## src/rtl/uart7n_tx_arbiter_if.sv

```systemverilog
// -----------------------------------------------------------------------------
// uart7n_tx_arbiter_if
// Requester-side bus of the shared UART transmitter arbiter.
//   req_valid_i : per-requester byte-pending flag      (requester -> arbiter)
//   req_data_i  : per-requester byte, k at [8k+7:8k]   (requester -> arbiter)
//   req_ready_o : per-requester accept strobe          (arbiter -> requester)
//   req_done_o  : per-requester completion pulse       (arbiter -> requester)
// The slave modport is the arbiter view; master is the requester view.
// -----------------------------------------------------------------------------
interface uart7n_tx_arbiter_if #(
  parameter int p_num_req = 4
) ();

  logic [p_num_req-1:0]   req_valid_i;
  logic [8*p_num_req-1:0] req_data_i;
  logic [p_num_req-1:0]   req_ready_o;
  logic [p_num_req-1:0]   req_done_o;

  modport slave (
    input  req_valid_i,
    input  req_data_i,
    output req_ready_o,
    output req_done_o
  );

  modport master (
    output req_valid_i,
    output req_data_i,
    input  req_ready_o,
    input  req_done_o
  );

endinterface

```

## src/rtl/uart7n_tx_arbiter.sv

```systemverilog
// -----------------------------------------------------------------------------
// uart7n_tx_arbiter
// Round-robin arbiter that lets p_num_req requesters share one UART
// transmitter. A granted byte is loaded into data_tx_o, the transmitter is
// enabled, and the owner gets a one-cycle done pulse once the transmitter
// reports the byte as sent. A transmitter that never goes busy after launch
// is abandoned after p_start_timeout cycles and a sticky error is raised.
//
// Ports
//   clk_i          : clock, rising edge
//   rst_n_i        : asynchronous active-low reset
//   req_if         : requester bus (valid/data in, ready/done out)
//   grant_id_o     : index of the requester owning the transmitter
//   enable_tx_o    : transmitter enable
//   data_tx_o      : transmitter data register
//   tx_busy_i      : transmitter busy flag
//   tx_data_sent_i : transmitter "can be reloaded" flag
//   active_o       : FSM is not idle
//   timeout_err_o  : sticky launch-timeout flag (cleared only by reset)
// -----------------------------------------------------------------------------
module uart7n_tx_arbiter #(
  parameter int p_num_req       = 4,
  parameter int p_start_timeout = 16
) (
  input  logic                         clk_i,
  input  logic                         rst_n_i,
  uart7n_tx_arbiter_if.slave           req_if,
  output logic [$clog2(p_num_req)-1:0] grant_id_o,
  output logic                         enable_tx_o,
  output logic [7:0]                   data_tx_o,
  input  logic                         tx_busy_i,
  input  logic                         tx_data_sent_i,
  output logic                         active_o,
  output logic                         timeout_err_o
);

  localparam int                   lp_id_w     = $clog2(p_num_req);
  localparam logic [lp_id_w-1:0]   lp_last_rst = lp_id_w'(p_num_req - 1);
  localparam logic [7:0]           lp_cnt_last = 8'(p_start_timeout - 1);

  typedef enum logic [1:0] {
    ST_IDLE   = 2'd0,
    ST_LAUNCH = 2'd1,
    ST_WAIT   = 2'd2
  } state_t;

  state_t               state_q;
  logic                 enable_q;
  logic                 err_q;
  logic [p_num_req-1:0] done_q;
  logic [7:0]           data_q;
  logic [lp_id_w-1:0]   grant_q;
  logic [lp_id_w-1:0]   last_q;
  logic [7:0]           cnt_q;

  logic [lp_id_w:0]     pick_s;
  logic                 win_found_s;
  logic [lp_id_w-1:0]   win_id_s;
  logic [p_num_req-1:0] ready_s;
  logic                 hs_s;

  // Round-robin pick: first valid requester after 'last', wrapping modulo
  // p_num_req. Returns {found, index}.
  function automatic logic [lp_id_w:0] f_rr_pick(
    input logic [p_num_req-1:0] valid,
    input logic [lp_id_w-1:0]   last
  );
    logic               found;
    logic [lp_id_w-1:0] id;
    int                 cand;
    found = 1'b0;
    id    = '0;
    for (int i = 1; i <= p_num_req; i++) begin
      cand = (int'(last) + i) % p_num_req;
      if (!found && valid[cand]) begin
        found = 1'b1;
        id    = cand[lp_id_w-1:0];
      end else begin
        found = found;
      end
    end
    return {found, id};
  endfunction

  assign pick_s      = f_rr_pick(req_if.req_valid_i, last_q);
  assign win_found_s = pick_s[lp_id_w];
  assign win_id_s    = pick_s[lp_id_w-1:0];

  // Accept strobe: only the winner, only in IDLE, and forced low while reset
  // is asserted so a held valid cannot produce a ready during reset.
  always_comb begin
    ready_s = '0;
    if (rst_n_i && (state_q == ST_IDLE) && win_found_s) begin
      ready_s[win_id_s] = 1'b1;
    end else begin
      ready_s = '0;
    end
  end

  assign hs_s = |ready_s;

  // Arbitration / launch / completion FSM with registered outputs.
  always_ff @(posedge clk_i or negedge rst_n_i) begin
    if (!rst_n_i) begin
      state_q  <= ST_IDLE;
      enable_q <= 1'b0;
      err_q    <= 1'b0;
      done_q   <= '0;
      data_q   <= 8'h00;
      grant_q  <= '0;
      last_q   <= lp_last_rst;
      cnt_q    <= 8'd0;
    end else begin
      done_q <= '0;
      case (state_q)
        ST_IDLE: begin
          // tx_busy_i / tx_data_sent_i are deliberately not looked at here.
          if (hs_s) begin
            data_q   <= req_if.req_data_i[{win_id_s, 3'b000} +: 8];
            grant_q  <= win_id_s;
            last_q   <= win_id_s;
            enable_q <= 1'b1;
            cnt_q    <= 8'd0;
            state_q  <= ST_LAUNCH;
          end else begin
            cnt_q <= 8'd0;
          end
        end
        ST_LAUNCH: begin
          if (tx_busy_i) begin
            state_q <= ST_WAIT;
          end else if (cnt_q == lp_cnt_last) begin
            // Transmitter never started: give up without a done pulse.
            enable_q <= 1'b0;
            err_q    <= 1'b1;
            state_q  <= ST_IDLE;
          end else begin
            cnt_q <= cnt_q + 8'd1;
          end
        end
        ST_WAIT: begin
          if (!tx_busy_i && tx_data_sent_i) begin
            done_q[grant_q] <= 1'b1;
            enable_q        <= 1'b0;
            state_q         <= ST_IDLE;
          end else begin
            enable_q <= 1'b1;
          end
        end
        default: begin
          enable_q <= 1'b0;
          state_q  <= ST_IDLE;
        end
      endcase
    end
  end

  assign req_if.req_ready_o = ready_s;
  assign req_if.req_done_o  = done_q;
  assign grant_id_o         = grant_q;
  assign enable_tx_o        = enable_q;
  assign data_tx_o          = data_q;
  assign active_o           = (state_q != ST_IDLE);
  assign timeout_err_o      = err_q;

endmodule

```

## src/flat_wrapper.sv

```systemverilog
// flat-port wrapper written by rule: the top's interface ports become plain ports
module uart7n_tx_arbiter_flat 
#(
  parameter int p_num_req       = 4,
  parameter int p_start_timeout = 16
)
  (clk_i, rst_n_i, grant_id_o, enable_tx_o, data_tx_o, tx_busy_i, tx_data_sent_i, active_o, timeout_err_o, req_if_req_valid_i, req_if_req_data_i, req_if_req_ready_o, req_if_req_done_o);
  uart7n_tx_arbiter_if #(.p_num_req(p_num_req)) req_if_i ();
  input  logic clk_i;
  input  logic rst_n_i;
  output logic [$clog2(p_num_req)-1:0] grant_id_o;
  output logic enable_tx_o;
  output logic [7:0] data_tx_o;
  input  logic tx_busy_i;
  input  logic tx_data_sent_i;
  output logic active_o;
  output logic timeout_err_o;
  input wire logic [$bits(req_if_i.req_valid_i)-1:0] req_if_req_valid_i;
  input wire logic [$bits(req_if_i.req_data_i)-1:0] req_if_req_data_i;
  output wire logic [$bits(req_if_i.req_ready_o)-1:0] req_if_req_ready_o;
  output wire logic [$bits(req_if_i.req_done_o)-1:0] req_if_req_done_o;
  assign req_if_i.req_valid_i = req_if_req_valid_i;
  assign req_if_i.req_data_i = req_if_req_data_i;
  assign req_if_req_ready_o = req_if_i.req_ready_o;
  assign req_if_req_done_o = req_if_i.req_done_o;
  uart7n_tx_arbiter #(.p_num_req(p_num_req), .p_start_timeout(p_start_timeout)) u_core (.clk_i(clk_i), .rst_n_i(rst_n_i), .req_if(req_if_i), .grant_id_o(grant_id_o), .enable_tx_o(enable_tx_o), .data_tx_o(data_tx_o), .tx_busy_i(tx_busy_i), .tx_data_sent_i(tx_data_sent_i), .active_o(active_o), .timeout_err_o(timeout_err_o));
endmodule
```

## config.mk

```make
export PLATFORM = sky130hd
export DESIGN_NAME = uart7n_tx_arbiter_flat
export DESIGN_NICKNAME = d
export VERILOG_FILES = /design/src/rtl/uart7n_tx_arbiter_if.sv /design/src/rtl/uart7n_tx_arbiter.sv /design/src/flat_wrapper.sv
export SDC_FILE = /design/constraint.sdc
export NUM_CORES = 1
export LEC_CHECK = 0
export ABC_AREA = 1
export CELL_PAD_IN_SITES_DETAIL_PLACEMENT = 1
export CELL_PAD_IN_SITES_GLOBAL_PLACEMENT = 1
export CORE_MARGIN = 2
export CORE_UTILIZATION = 32
export DETAILED_ROUTE_END_ITERATION = 8
export PLACE_DENSITY_LB_ADDON = 0.1
export SLEW_MARGIN = 20
export SYNTH_ARGS = -nofsm -noshare
export SYNTH_HDL_FRONTEND = slang
export SYNTH_SLANG_ARGS = --single-unit
```

## constraint.sdc

```tcl
create_clock -name clk_i -period 2.4 [get_ports clk_i]
set_input_delay 0.36 -clock clk_i [delete_from_list [all_inputs] [get_ports clk_i]]
set_output_delay 0.36 -clock clk_i [all_outputs]
set_load 0.01 [all_outputs]
```

## Word-level counts from Yosys, hierarchy flattened

Index checks and enable logic that the tools add are counted.

| word-level totals | value |
|---|---|
| bits of input ports | 40 |
| output and inout bits | 21 |
| register bits after elaboration | 28 |
| word-level logic and storage cells | 101 |

| operators by class | value |
|---|---|
| shift-type cells | 1 |
| bitwise logic cells | 5 |
| equality and inequality tests | 9 |
| magnitude comparators | 8 |
| add/subtract/negate cells | 5 |
| reduce and logical (&&, ||, !) cells | 25 |
| multiplexer cells | 40 |

Operator list:

| kind | number |
|---|---|
| variable part select 32 x 6 -> 8 bit | 1 |
| two-way mux 1 bit | 18 |
| < comparator 3 x 4 -> 1 bit (second input constant) | 4 |
| two-way mux 2 bit | 8 |
| two-way mux 8 bit | 2 |
| case mux 8 bit (2 select lines) | 1 |
| two-way mux 4 bit | 3 |
| AND reduction 3 bit | 4 |
| adder 8 x 1 -> 8 bit (second input constant) | 1 |
| binary-select mux 1 bit (select 2 bit) | 4 |
| == test 8 x 4 -> 1 bit (second input constant) | 1 |
| logical AND 1 bit | 8 |
| OR reduction 2 bit | 4 |
| < comparator 2 x 3 -> 1 bit (second input constant) | 2 |
| inequality test 2 x 1 -> 1 bit (second input constant) | 3 |
| case mux 2 bit (3 select lines) | 1 |
| adder 2 x 1 -> 2 bit (second input constant) | 2 |
| adder 2 bit (second input constant) | 2 |
| bitwise AND 1 bit (first input constant) | 4 |
| demux 1 bit (select 2 bit) | 2 |
| >= comparator 2 x 1 -> 1 bit (second input constant) | 2 |
| zero test 1 bit | 4 |
| inequality test 2 bit (second input constant) | 2 |
| nonzero test 2 bit | 2 |
| other kinds (8) | 8 |

## Longest topological paths before layout

| logic depth | value |
|---|---|
| depth after elaboration | 24 |
| gate-level depth with buffers | 17 |
| depth with buffers taken out | 15 |

## Least setup slack after synthesis

OpenSTA, ideal clock, no wires.

| timing | value |
|---|---|
| path kind | flip-flop to output port |
| start point | reg u_core.last_q[1] |
| end point | out req_if_req_ready_o[0] |
| buffers on the path | 2 |
| setup slack | 0.213 ns |
| data arrival time | 1.827 ns |
| cell stages (with the launch flop) | 13 |
| required time | 2.040 ns |
| cells stage by stage | dfstp_2 -> buf_2 -> inv_2 -> nand2_1 -> nand2_1 -> nand2_2 -> nand2_4 -> a21oi_2 -> nand2_2 -> nand2_4 -> buf_12 -> inv_2 -> nor3_1 |

| on the way | value |
|---|---|
| longest elaborated chain between the ends | 19 |
| elaborated cells on any way between the ends | 37 |
| classes of those cells | 4 x add/sub; 2 x order compare; 23 x mux; 8 x reduce/logical |

RTL lines:

| what | line | source |
|---|---|---|
| start: declaration | uart7n_tx_arbiter.sv:53 | `logic [lp_id_w-1:0] last_q;` |
| start signal: assignment | uart7n_tx_arbiter.sv:111 | `last_q <= lp_last_rst;` |
| start signal: assignment | uart7n_tx_arbiter.sv:121 | `last_q <= win_id_s;` |
| adder 2 x 1 -> 2 bit | uart7n_tx_arbiter.sv:74 | `cand = (int'(last) + i) % p_num_req;` |
| binary-select mux 1 bit (select 2 bit) | uart7n_tx_arbiter.sv:75 | `if (!found && valid[cand]) begin` |
| two-way mux 1 bit (implied by the code) (2 in series) | uart7n_tx_arbiter.sv:75 |  |
| two-way mux 1 bit | uart7n_tx_arbiter.sv:75 |  |
| zero test 1 bit | uart7n_tx_arbiter.sv:75 |  |
| logical AND 1 bit | uart7n_tx_arbiter.sv:75 |  |
| two-way mux 1 bit | uart7n_tx_arbiter.sv:75 |  |
| zero test 1 bit | uart7n_tx_arbiter.sv:75 |  |
| (+2 left out) | -- |  |
| zero test 1 bit | uart7n_tx_arbiter.sv:75 |  |
| logical AND 1 bit | uart7n_tx_arbiter.sv:75 |  |
| two-way mux 2 bit | uart7n_tx_arbiter.sv:75 |  |
| < comparator 2 x 3 -> 1 bit (implied by the code) or >= comparator 2 x 1 -> 1 bit (tied branches) | uart7n_tx_arbiter.sv:94 | `ready_s[win_id_s] = 1'b1;` |
| logical AND 1 bit (implied by the code) | uart7n_tx_arbiter.sv:94 |  |
| two-way mux 1 bit (implied by the code) | uart7n_tx_arbiter.sv:94 |  |
| demux 1 bit (select 2 bit) | -- |  |
| two-way mux 4 bit (*) | uart7n_tx_arbiter.sv:93 | `if (rst_n_i && (state_q == ST_IDLE) && win_found_s) begin` |
| end: declaration | flat_wrapper.sv:20 | `output wire logic [$bits(req_if_i.req_ready_o)-1:0] req_if_req_ready_o;` |

Every way passes the cells marked *; elsewhere a longest branch is shown, timed or not. The select of a mux whose other input is x is not followed.

## Worst setup path after layout

| timing | value |
|---|---|
| start point | reg u_core.last_q[0] |
| end point | out req_if_req_ready_o[1] |

The elaborated chain is that of the path after synthesis.

==> run_results.csv <==
group,metric,value,unit
sta,hold_violations,0,
pwr,p_int,2.00,mW
floorplan,ios,61,
placement,place_ws,-0.387,ns
clocking,cts_sinks,28,
outcome,violations,"setup timing",
route,ant_nets,0,
sta,fin_crit,2.44,ns
global_route,grt_pass1_wl,9.78,mm
clocking,clockBufferDepth,2,
global_route,met1_usage,23.4,%
global_route,first_global_vias,2147,
pwr,pwr-share-seq,18.6,%
route,drc_errors,0,
placement,placed_area,2660,µm²
pwr,pwr_density_cell,1400,nW/µm²
yosys,synth-edff-count,0,
final_layout,utilization,50.7,%
sta,setup_tns,-0.0749,ns
global_route,grt_start_max_net_pins,29,
global_route,gr-usage-met3,3.05,%
yosys,synth_seq_cells,28,
yosys,yosys_warnings,0,
sta,layout_setup_ws,-0.0387,ns
final_layout,final_cell_mix,"nand2_1, clkdlybuf4s50_1, buf_4",
yosys,seq_area_frac_synth,38.2,%
yosys,synth_cell_types,33,
sta,maxSlewViolCount,0,
final_layout,fin_cells,424,
route,first_pass_iters,4,
route,vias,2046,
global_route,grt_overflow_total,0,
clocking,cts-root-buf,"clkbuf_8",
sta,slew_headroom,76.4,%
sta,setup_violations,2,
route,drt_iter0_markers,28,
worst_setup_path,critPathArrivalTime,2.08,ns
pwr,p_clk_share,6.5,%
worst_setup_path,worstSetupEndpointType,"primary output",
clocking,htreeDepth,1,
placement,dp.final_hpwl,4.51,mm
global_route,antenna_found_initial,0,
pwr,p_switching,1.93,mW
worst_setup_path,required,2.04,ns
pwr,power,3.93,mW
sta,post-route-period-util,102,%
worst_hold_path,hp-class,"flop to flop",
worst_hold_path,min_from,"u_core.data_tx_o[2]",
final_layout,area_growth,52.5,%
sta,max_clock_freq,0.410,GHz
pwr,swShare,49.0,%
yosys,synth_area_leaders,"dfrtp_1, nand2_1, nand3_1",
pwr,power_frac_comb,74.8,%
job,maxCapViolCount,0,
clocking,cts_made_buffers,3,
worst_setup_path,startpoint,"u_core.last_q[0]",
final_layout,diodes,0,
global_route,grt.total_usage,19.2,%
yosys,synth_area_per_cell,7.03,µm²
floorplan,initial_utilization,33.3,%
final_layout,final_area,2810,µm²
worst_setup_path,cp_max_fo,5,
final_layout,drive_above_1_share,25.3,%
floorplan,fp.dieW,79.9,µm
floorplan,dieArea,6380,µm²
placement,placed_cells,411,
worst_setup_path,critPathKind,"flop to primary output",
yosys,yosysTopAreaCell,"dfrtp_1",
placement,portBuffers,60,
sta,holdWs,0.487,ns
yosys,synth_ff_type,"dfrtp_1",
yosys,ys_async_sr_fraction,100,%
worst_setup_path,r2r_setup_slack,0.31,ns
outcome,status,"finished with violations",
clocking,clk_pin_slew,0.09,ns
sta,skew,0.00324,ns
yosys,netlist_area,1840,µm²
floorplan,die-height,79.9,µm
final_layout,fillerInstances,714,
yosys,syn-num-nets,303,
clocking,cts_tree,"built",
global_route,top_usage_layer,"met2",
yosys,synth_top_area_share,35.3,%
final_layout,final_common_cell,"nand2_1",
clocking,hold_buffers,0,
yosys,syn_inst,262,
clocking,clk-insertion-delay-late,0.27,ns
pwr,vdd_ir_drop_max,546,µV
placement,place_congestion,0.824,
sta,tightestPinTransition,0.354,ns
final_layout,nNetsFinal,394,
floorplan,num_rows,27,
sta,rsz0062_at_grt,"true",
route,routed_wl,5.64,mm
route,routed_via_density,4.83,
route,routedWlPerCell,13.3,µm
worst_setup_path,start_kind,"flop",
worst_setup_path,worstReg2RegStart,"u_core.last_q[0]",
global_route,gr-usage-met2,36.0,%
floorplan,coreArea,5540,µm²
pwr,p_leak,1.40,nW
critical path, cell delays in order, from the launching register on:
cell	delay, ns
dfstp_2	0.60
buf_4	0.14
nand2_1	0.05
nand2_1	0.11
nand2_2	0.08
nand2_4	0.10
nor2_8	0.04
buf_4	0.13
nand4_1	0.12
nand2_4	0.09
buf_4	0.13
nor2_1	0.08
buf_2	0.13
logic make-up after synthesis:
logic type,synth area share (%)
AO/OA/AOI/OAI,6.86
XOR/XNOR,0.475
adder cells (fa/ha/maj),0.679
buffers and inverters,7.40
flip-flops,38.2
AND/OR/NAND/NOR,46.4
per-layer routing:
layer / routed length, µm / up-vias
met4: 29 / 0
met3: 214 / 4
met5: 0 / -
li1: - / 1017
met2: 2970 / 48
met1: 2420 / 977
cell type report:
class | instances | area (µm²) | share of cell area, %
multi-input cells | 205 | 1060 | 37.7
well taps | 72 | 90.1 | 3.21
repair buffers | 93 | 828 | 29.5
clock buffers | 4 | 45.0 | 1.60
flip-flops and latches | 28 | 703 | 25.0
inverters | 22 | 85.1 | 3.03
power groups by stage:
stage          logic (mW)  registers [mW]  clock network [mW]
2_1_floorplan        1.73           0.750                   0
3_3_place_gp         2.68           0.748                   0
3_5_place_dp         2.75           0.746                   0
4_1_cts              2.91           0.735               0.267
5_1_grt              3.30           0.753               0.286
6_report             2.94           0.732               0.257
sequential cells by signal, indices dropped and copies added, names as in the netlist:
signal                    cells
u_core.req_if.req_done_o      4
u_core.grant_id_o             2
u_core.timeout_err_o          1
u_core.last_q                 2
u_core.enable_tx_o            1
u_core.state_q                2
u_core.cnt_q                  8
u_core.data_tx_o              8
synthesized netlist by cell type (2+ instances only):
cell,instances
inv_2,4
and3_1,2
dfstp_2,2
nand2_4,3
nor2_1,11
dfrtp_1,26
nand4_1,3
buf_4,2
nand2_2,19
nand2_1,104
a21oi_1,5
nor3_1,5
nand3_1,25
buf_2,3
o21ai_0,9
inv_1,18
nor4_1,5
timing repair:
item / CTS / global route
endpoints found under the setup margin: 4 / 4
setup buffers: 7 / 2
cloned: 0 / 0
pin swaps: 4 / 6
gates resized for setup: 27 / 8
path summary, 6_finish.rpt:
path	to	cells after the start
setup / recovery	req_if_req_ready_o[1]	12
hold / removal	u_core.data_tx_o[2]	2
setup reg to reg	u_core.data_tx_o[3]	15
hold reg to reg	u_core.data_tx_o[2]	2
max in group asynchronous	u_core.last_q[1]	2
min in group asynchronous	u_core.req_if.req_done_o[2]	2
(Power assumes the default switching activity.)
